### src/rtl/ps2_pkg.sv
// Shared constants for the PS/2 receive path: bit-index encoding,
// frame length and default timing parameters.
package ps2_pkg;

    typedef logic [3:0] ps2_idx_t;

    localparam ps2_idx_t PS2_IDLE   = 4'd0;
    localparam ps2_idx_t PS2_PARITY = 4'd9;
    localparam ps2_idx_t PS2_STOP   = 4'd10;

    localparam int PS2_FRAME_LEN        = 11;
    localparam int PS2_FILTER_LEN_DEF   = 8;
    localparam int PS2_TIMEOUT_CYC_DEF  = 200000;

    // Odd parity holds when the data bits plus the parity bit contain an odd number of ones.
    function automatic logic odd_parity_ok(input logic [7:0] data, input logic par);
        return ^{data, par};
    endfunction

endpackage

### src/rtl/ps2_glitch_filter.sv
// Two-flop synchronizer followed by a persistence filter: the output level
// only follows the line once it has held a new value for FILTER_LEN samples.
module ps2_glitch_filter
    import ps2_pkg::*;
#(
    parameter int FILTER_LEN = PS2_FILTER_LEN_DEF
) (
    input  logic clk,
    input  logic rst,
    input  logic line_i,
    output logic level_o
);

    logic       meta_q;
    logic       sync_q;
    logic       level_q;
    logic [7:0] cnt_q;

    // Bring the asynchronous line into the clk domain.
    always_ff @(posedge clk or negedge rst) begin
        if (!rst) begin
            meta_q <= 1'b1;
            sync_q <= 1'b1;
        end else begin
            meta_q <= line_i;
            sync_q <= meta_q;
        end
    end

    // Count samples that disagree with the filtered level; flip on the FILTER_LEN-th one.
    always_ff @(posedge clk or negedge rst) begin
        if (!rst) begin
            level_q <= 1'b1;
            cnt_q   <= 8'd0;
        end else if (sync_q == level_q) begin
            cnt_q   <= 8'd0;
        end else if (cnt_q == 8'(FILTER_LEN - 1)) begin
            level_q <= sync_q;
            cnt_q   <= 8'd0;
        end else begin
            cnt_q   <= cnt_q + 8'd1;
        end
    end

    assign level_o = level_q;

endmodule

### src/rtl/ps2_mouse_rx.sv
// PS/2 device-to-host receiver for the mouse path. Frames 11-bit characters
// (start, 8 data LSB first, odd parity, stop) on filtered clock falling edges.
// Optional build macro: PS2_PARITY_CHECK_EN drops bytes with bad parity and
// pulses parityErr; without it parity is ignored and parityErr is tied low.
module ps2_mouse_rx
    import ps2_pkg::*;
#(
    parameter int FILTER_LEN  = PS2_FILTER_LEN_DEF,
    parameter int TIMEOUT_CYC = PS2_TIMEOUT_CYC_DEF
) (
    input  logic       clk,
    input  logic       rst,
    input  logic       ps2Clk,
    input  logic       ps2Data,
    output logic       mouseReady,
    output logic [7:0] mouseData,
    output logic [3:0] mouseState,
    output logic       parityErr,
    output logic       frameErr
);

    localparam int WD_W = $clog2(TIMEOUT_CYC + 1);

    logic            clk_filt;
    logic            clk_filt_prev_q;
    logic            fall;
    logic            data_meta_q;
    logic            data_sync_q;
    ps2_idx_t        state_q;
    logic [8:0]      shift_q;
    logic [WD_W-1:0] wd_q;
    logic            wd_expired;
    logic            ready_q;
    logic [7:0]      data_q;
    logic            frame_err_q;

    ps2_glitch_filter #(
        .FILTER_LEN (FILTER_LEN)
    ) u_clk_filter (
        .clk     (clk),
        .rst     (rst),
        .line_i  (ps2Clk),
        .level_o (clk_filt)
    );

    // Data line needs only synchronization; it is sampled well after it settles.
    always_ff @(posedge clk or negedge rst) begin
        if (!rst) begin
            data_meta_q <= 1'b1;
            data_sync_q <= 1'b1;
        end else begin
            data_meta_q <= ps2Data;
            data_sync_q <= data_meta_q;
        end
    end

    // Delay the filtered clock one cycle for falling-edge detection.
    always_ff @(posedge clk or negedge rst) begin
        if (!rst) clk_filt_prev_q <= 1'b1;
        else      clk_filt_prev_q <= clk_filt;
    end

    assign fall       = clk_filt_prev_q & ~clk_filt;
    assign wd_expired = (state_q != PS2_IDLE) && (wd_q == WD_W'(TIMEOUT_CYC - 1));

    // Watchdog: counts idle time between edges while a frame is in progress.
    always_ff @(posedge clk or negedge rst) begin
        if (!rst)                            wd_q <= '0;
        else if (fall || state_q == PS2_IDLE) wd_q <= '0;
        else if (wd_expired)                 wd_q <= '0;
        else                                 wd_q <= wd_q + 1'b1;
    end

`ifdef PS2_PARITY_CHECK_EN
    logic parity_err_q;
`endif

    // Bit-index state machine with registered strobes and data output.
    always_ff @(posedge clk or negedge rst) begin
        if (!rst) begin
            state_q      <= PS2_IDLE;
            shift_q      <= '0;
            ready_q      <= 1'b0;
            data_q       <= 8'h00;
            frame_err_q  <= 1'b0;
`ifdef PS2_PARITY_CHECK_EN
            parity_err_q <= 1'b0;
`endif
        end else begin
            ready_q      <= 1'b0;
            frame_err_q  <= 1'b0;
`ifdef PS2_PARITY_CHECK_EN
            parity_err_q <= 1'b0;
`endif
            // A fall in the expiry cycle still advances the frame.
            if (fall) begin
                if (state_q == PS2_IDLE) begin
                    if (!data_sync_q) begin
                        state_q <= 4'd1;
                        shift_q <= '0;
                    end
                end else if (state_q == PS2_STOP) begin
                    state_q <= PS2_IDLE;
                    if (!data_sync_q) begin
                        frame_err_q <= 1'b1;
                    end
`ifdef PS2_PARITY_CHECK_EN
                    else if (!odd_parity_ok(shift_q[7:0], shift_q[8])) begin
                        parity_err_q <= 1'b1;
                    end
`endif
                    else begin
                        data_q  <= shift_q[7:0];
                        ready_q <= 1'b1;
                    end
                end else begin
                    // Data bits and the parity bit share one right shift; parity lands in bit 8.
                    shift_q <= {data_sync_q, shift_q[8:1]};
                    state_q <= state_q + 4'd1;
                end
            end else if (wd_expired) begin
                state_q     <= PS2_IDLE;
                shift_q     <= '0;
                frame_err_q <= 1'b1;
            end
        end
    end

    assign mouseReady = ready_q;
    assign mouseData  = data_q;
    assign mouseState = state_q;
    assign frameErr   = frame_err_q;
`ifdef PS2_PARITY_CHECK_EN
    assign parityErr  = parity_err_q;
`else
    assign parityErr  = 1'b0;
`endif

endmodule

### config.mk
export PLATFORM = sky130hd
export DESIGN_NAME = ps2_mouse_rx
export DESIGN_NICKNAME = d
export VERILOG_FILES = /design/src/rtl/ps2_pkg.sv /design/src/rtl/ps2_glitch_filter.sv /design/src/rtl/ps2_mouse_rx.sv
export SDC_FILE = /design/constraint.sdc
export NUM_CORES = 1
export LEC_CHECK = 0
export CORE_ASPECT_RATIO = 0.5
export CORE_MARGIN = 2
export CORE_UTILIZATION = 51
export CTS_CLUSTER_DIAMETER = 30
export DETAILED_ROUTE_END_ITERATION = 10
export GPL_TIMING_DRIVEN = 0
export PLACE_DENSITY = 0.77
export SYNTH_ARGS = -nofsm -noshare
export SYNTH_HDL_FRONTEND = slang
export SYNTH_SLANG_ARGS = --single-unit
export TNS_END_PERCENT = 100
### constraint.sdc
create_clock -name clk -period 4.1 [get_ports clk]
set_clock_uncertainty 0.15 [all_clocks]
set_input_delay 0.82 -clock clk [delete_from_list [all_inputs] [get_ports clk]]
set_output_delay 0.82 -clock clk [all_outputs]
set_load 0.005 [all_outputs]
==> out/qor.csv <==
stage,metric,value,unit
logic_synthesis,ys_warn_count,0,
clocking,cts-root-buf,clkbuf_8,
clocking,numCtsBuffers,5,
critical_path,end_kind,flop,
hold_path,whs_path_depth,0,
grt,grt.busiest_layer,met2,
power,leakagePower,1.27,nW
logic_synthesis,synth_nets,242,
sta,slew_viol_final,0,
floorplan,die_h,54.1,microns
drt,post-route-drc-count,0,
cells_and_area,area_growth,14.9,%
grt,grt_pass1_wl,8020,microns
logic_synthesis,synthArstFlopShare,100,%
clocking,post-cts-setup-buffer-count,0,
power,seq_power_share,49.2,%
cells_and_area,fin_nets,267,
floorplan,coreArea,0.00489,sq mm
run_status,status,finished clean,
placement,port-buffer-count,17,
logic_synthesis,syn_area_per_cell,11.0,sq um
sta,worst_slew_pin_slew,0.753,ns
critical_path,crit_path_max_fanout,10,
power,power_density,491,mW/mm^2
floorplan,rows,18,
critical_path,reg2reg_to,wd_q[10],
logic_synthesis,ys_ff_latch,55,
logic_synthesis,netlist_area,0.00256,sq mm
cells_and_area,diodes,0,
grt,grt_overflow,0,
sta,period_share,57.6,%
critical_path,cp.required,4.15,ns
placement,routabilityCongestion,0.830,
cells_and_area,layout_common_cells,"dfrtp_1, nor2_1, clkdlybuf4s50_1, xnor2_1",
floorplan,die_area,0.00564,sq mm
critical_path,arrival,2.42,ns
drt,drt-initial-drc-count,109,
critical_path,critPathLaunch,mouseState[0],
critical_path,r2r_setup_slack,1.74,ns
clocking,cts_sinks,55,
power,p_sw_share,35.7,%
drt,wl_per_cell,14.5,microns
sta,finalSetupTns,0,ns
power,ir_drop,0.308,mV
flow_run,maxCapViolCount,0,
cells_and_area,design_area,0.00294,sq mm
critical_path,reg2reg_from,mouseState[0],
clocking,cts_max_level,2,
clocking,worstSkewPairLatency,0.32,ns
cells_and_area,drive_gt1_share,15.1,%
grt,met3_usage,3.87,%
clocking,ctsResizeCount,0,
floorplan,start_util,52.4,%
clocking,cts_tree,built,
clocking,clk_path_buf_depth,2,
drt,drt_first_pass_iters,5,
floorplan,die_w,104,microns
sta,max_freq,423,MHz
drt,vias,1803,
logic_synthesis,synth.distinct_cells,49,
critical_path,worstSetupPathType,flop to flop,
floorplan,boundaryPins,19,
drt,vias_per_cell,5.48,
sta,rsz0062_at_grt,false,
grt,antenna_found_initial,0,
logic_synthesis,synth-edff-count,0,
placement,placed_cell_area,0.00284,sq mm
logic_synthesis,netlist_instances,233,
placement,hpwlAfterDp,3300,microns
grt,grt_pass1_vias,1738,
sta,setup_viol,0,
power,power_frac_comb,28.1,%
sta,slew_headroom,49.7,%
cells_and_area,final_common_cell,dfrtp_1,
power,power.share.clock,22.6,%
critical_path,start_kind,flop,
hold_path,min_path_type,flop to flop,
grt,grt_max_degree,33,
logic_synthesis,ys.flop_type,dfrtp_1,
grt,use_met1,23.1,%
power,p_int,0.929,mW
sta,fin_crit,2.36,ns
sta,final-hold-violation-count,0,
critical_path,reg2regPathDepth,7,
logic_synthesis,synth.yosys.seq_area_share,54.0,%
power,p_sw,0.516,mW
grt,grtUsageTotal,18.2,%
drt,drt_wl_total,4760,microns
clocking,hold_buffers,0,
drt,ant_nets,0,
clocking,clkTransAtPathRegs,0.12,ns
grt,grtUsageMet2,33.0,%
critical_path,crit_end,wd_q[10],
-- cell type report --
type	count	area, sq um
repair buffers	18	193
inverters	8	30.0
clock inverters	3	31.3
fillers	411	1950
flip-flops and latches	55	1380
multi-input cells	162	1090
clock buffers	5	68.8
plain buffers	8	55.1
well taps	70	87.6
-- metal layers --
metal  vias up  wire (microns)
met5         -               0
met2        24            2260
met1       904            2350
met3         4             117
met4         0              31
li1        871               -
-- Yosys cell counts (3+ instances only) --
library cell,instances,area (sq um)
dfrtp_1,49,1230
nor2_1,36,135
xnor2_1,14,123
nand2_1,11,41.3
nand3_1,11,55.1
mux2_2,10,113
a22oi_1,8,60.1
inv_1,8,30.0
a21oi_1,6,30.0
dfstp_2,6,158
nand4_1,6,37.5
xor2_1,6,52.6
ha_1,5,62.6
nor3_1,5,25.0
buf_4,4,30.0
nor4_1,4,25.0
and3_1,3,18.8
nor3b_1,3,22.5
o31ai_1,3,22.5
-- power groups by stage --
| stage | sequential (mW) | combinational (mW) | clock [mW] |
|---|---|---|---|
| 2_1_floorplan | 0.702 | 0.289 | 0 |
| 5_1_grt | 0.725 | 0.462 | 0.353 |
| 6_report | 0.711 | 0.407 | 0.327 |
| 4_1_cts | 0.712 | 0.410 | 0.333 |
| 3_5_place_dp | 0.723 | 0.405 | 0 |
| 3_3_place_gp | 0.714 | 0.384 | 0 |
-- state kept, by name, indices dropped and copies added (netlist names) --
signal,count
u_clk_filter.sync_q,1
mouseData,8
mouseState,4
u_clk_filter.meta_q,1
u_clk_filter.level_o,1
shift_q,9
data_meta_q,1
frameErr,1
mouseReady,1
wd_q,18
data_sync_q,1
clk_filt_prev_q,1
u_clk_filter.cnt_q,8
-- worst max-delay path: stages (launching register included) --
cell and delay, ns:
dfrtp_1 0.47, inv_1 0.13, ha_1 0.18, nor3b_1 0.63, nor2_1 0.21, o21ai_4 0.17, buf_4 0.23, nor2_1 0.06
-- cell families (layout without fill, tap and decap cells) --
group                    count (synthesis)  in the layout  share of synthesized area (%)
AO/OA/AOI/OAI                           29             29                           8.35
XOR/XNOR                                20             20                           6.84
adder cells (fa/ha/maj)                  5              5                           2.44
buffers and inverters                   16             42                           3.32
flip-flops                              55             55                           54.0
multiplexers                            11             11                           4.79
other                                    1              1                          0.146
AND/OR/NAND/NOR                         96             96                           20.1
-- metrics by stage --
step,hold slack (ns),util (%),instances,power (mW),setup WS [ns]
floorplan,0.195,-,233,0.991,2.13
CTS,0.212,60.2,329,1.46,1.74
global placement,0.196,57.7,320,1.10,0.485
global route,0.215,60.2,329,1.54,1.57
detailed placement,0.197,58.1,321,1.13,1.78
finish,0.211,60.2,329,1.44,1.74
-- worst min-delay path by stage --
stage / from / end / slack (ns)
5_1_grt: u_clk_filter.meta_q / u_clk_filter.sync_q / 0.22
6_report: u_clk_filter.meta_q / u_clk_filter.sync_q / 0.21
3_3_place_gp: u_clk_filter.meta_q / u_clk_filter.sync_q / 0.20
3_5_place_dp: u_clk_filter.meta_q / u_clk_filter.sync_q / 0.20
2_1_floorplan: data_meta_q / data_sync_q / 0.20
4_1_cts: u_clk_filter.meta_q / u_clk_filter.sync_q / 0.21
Note: power is estimated with default switching activity, not from simulation.
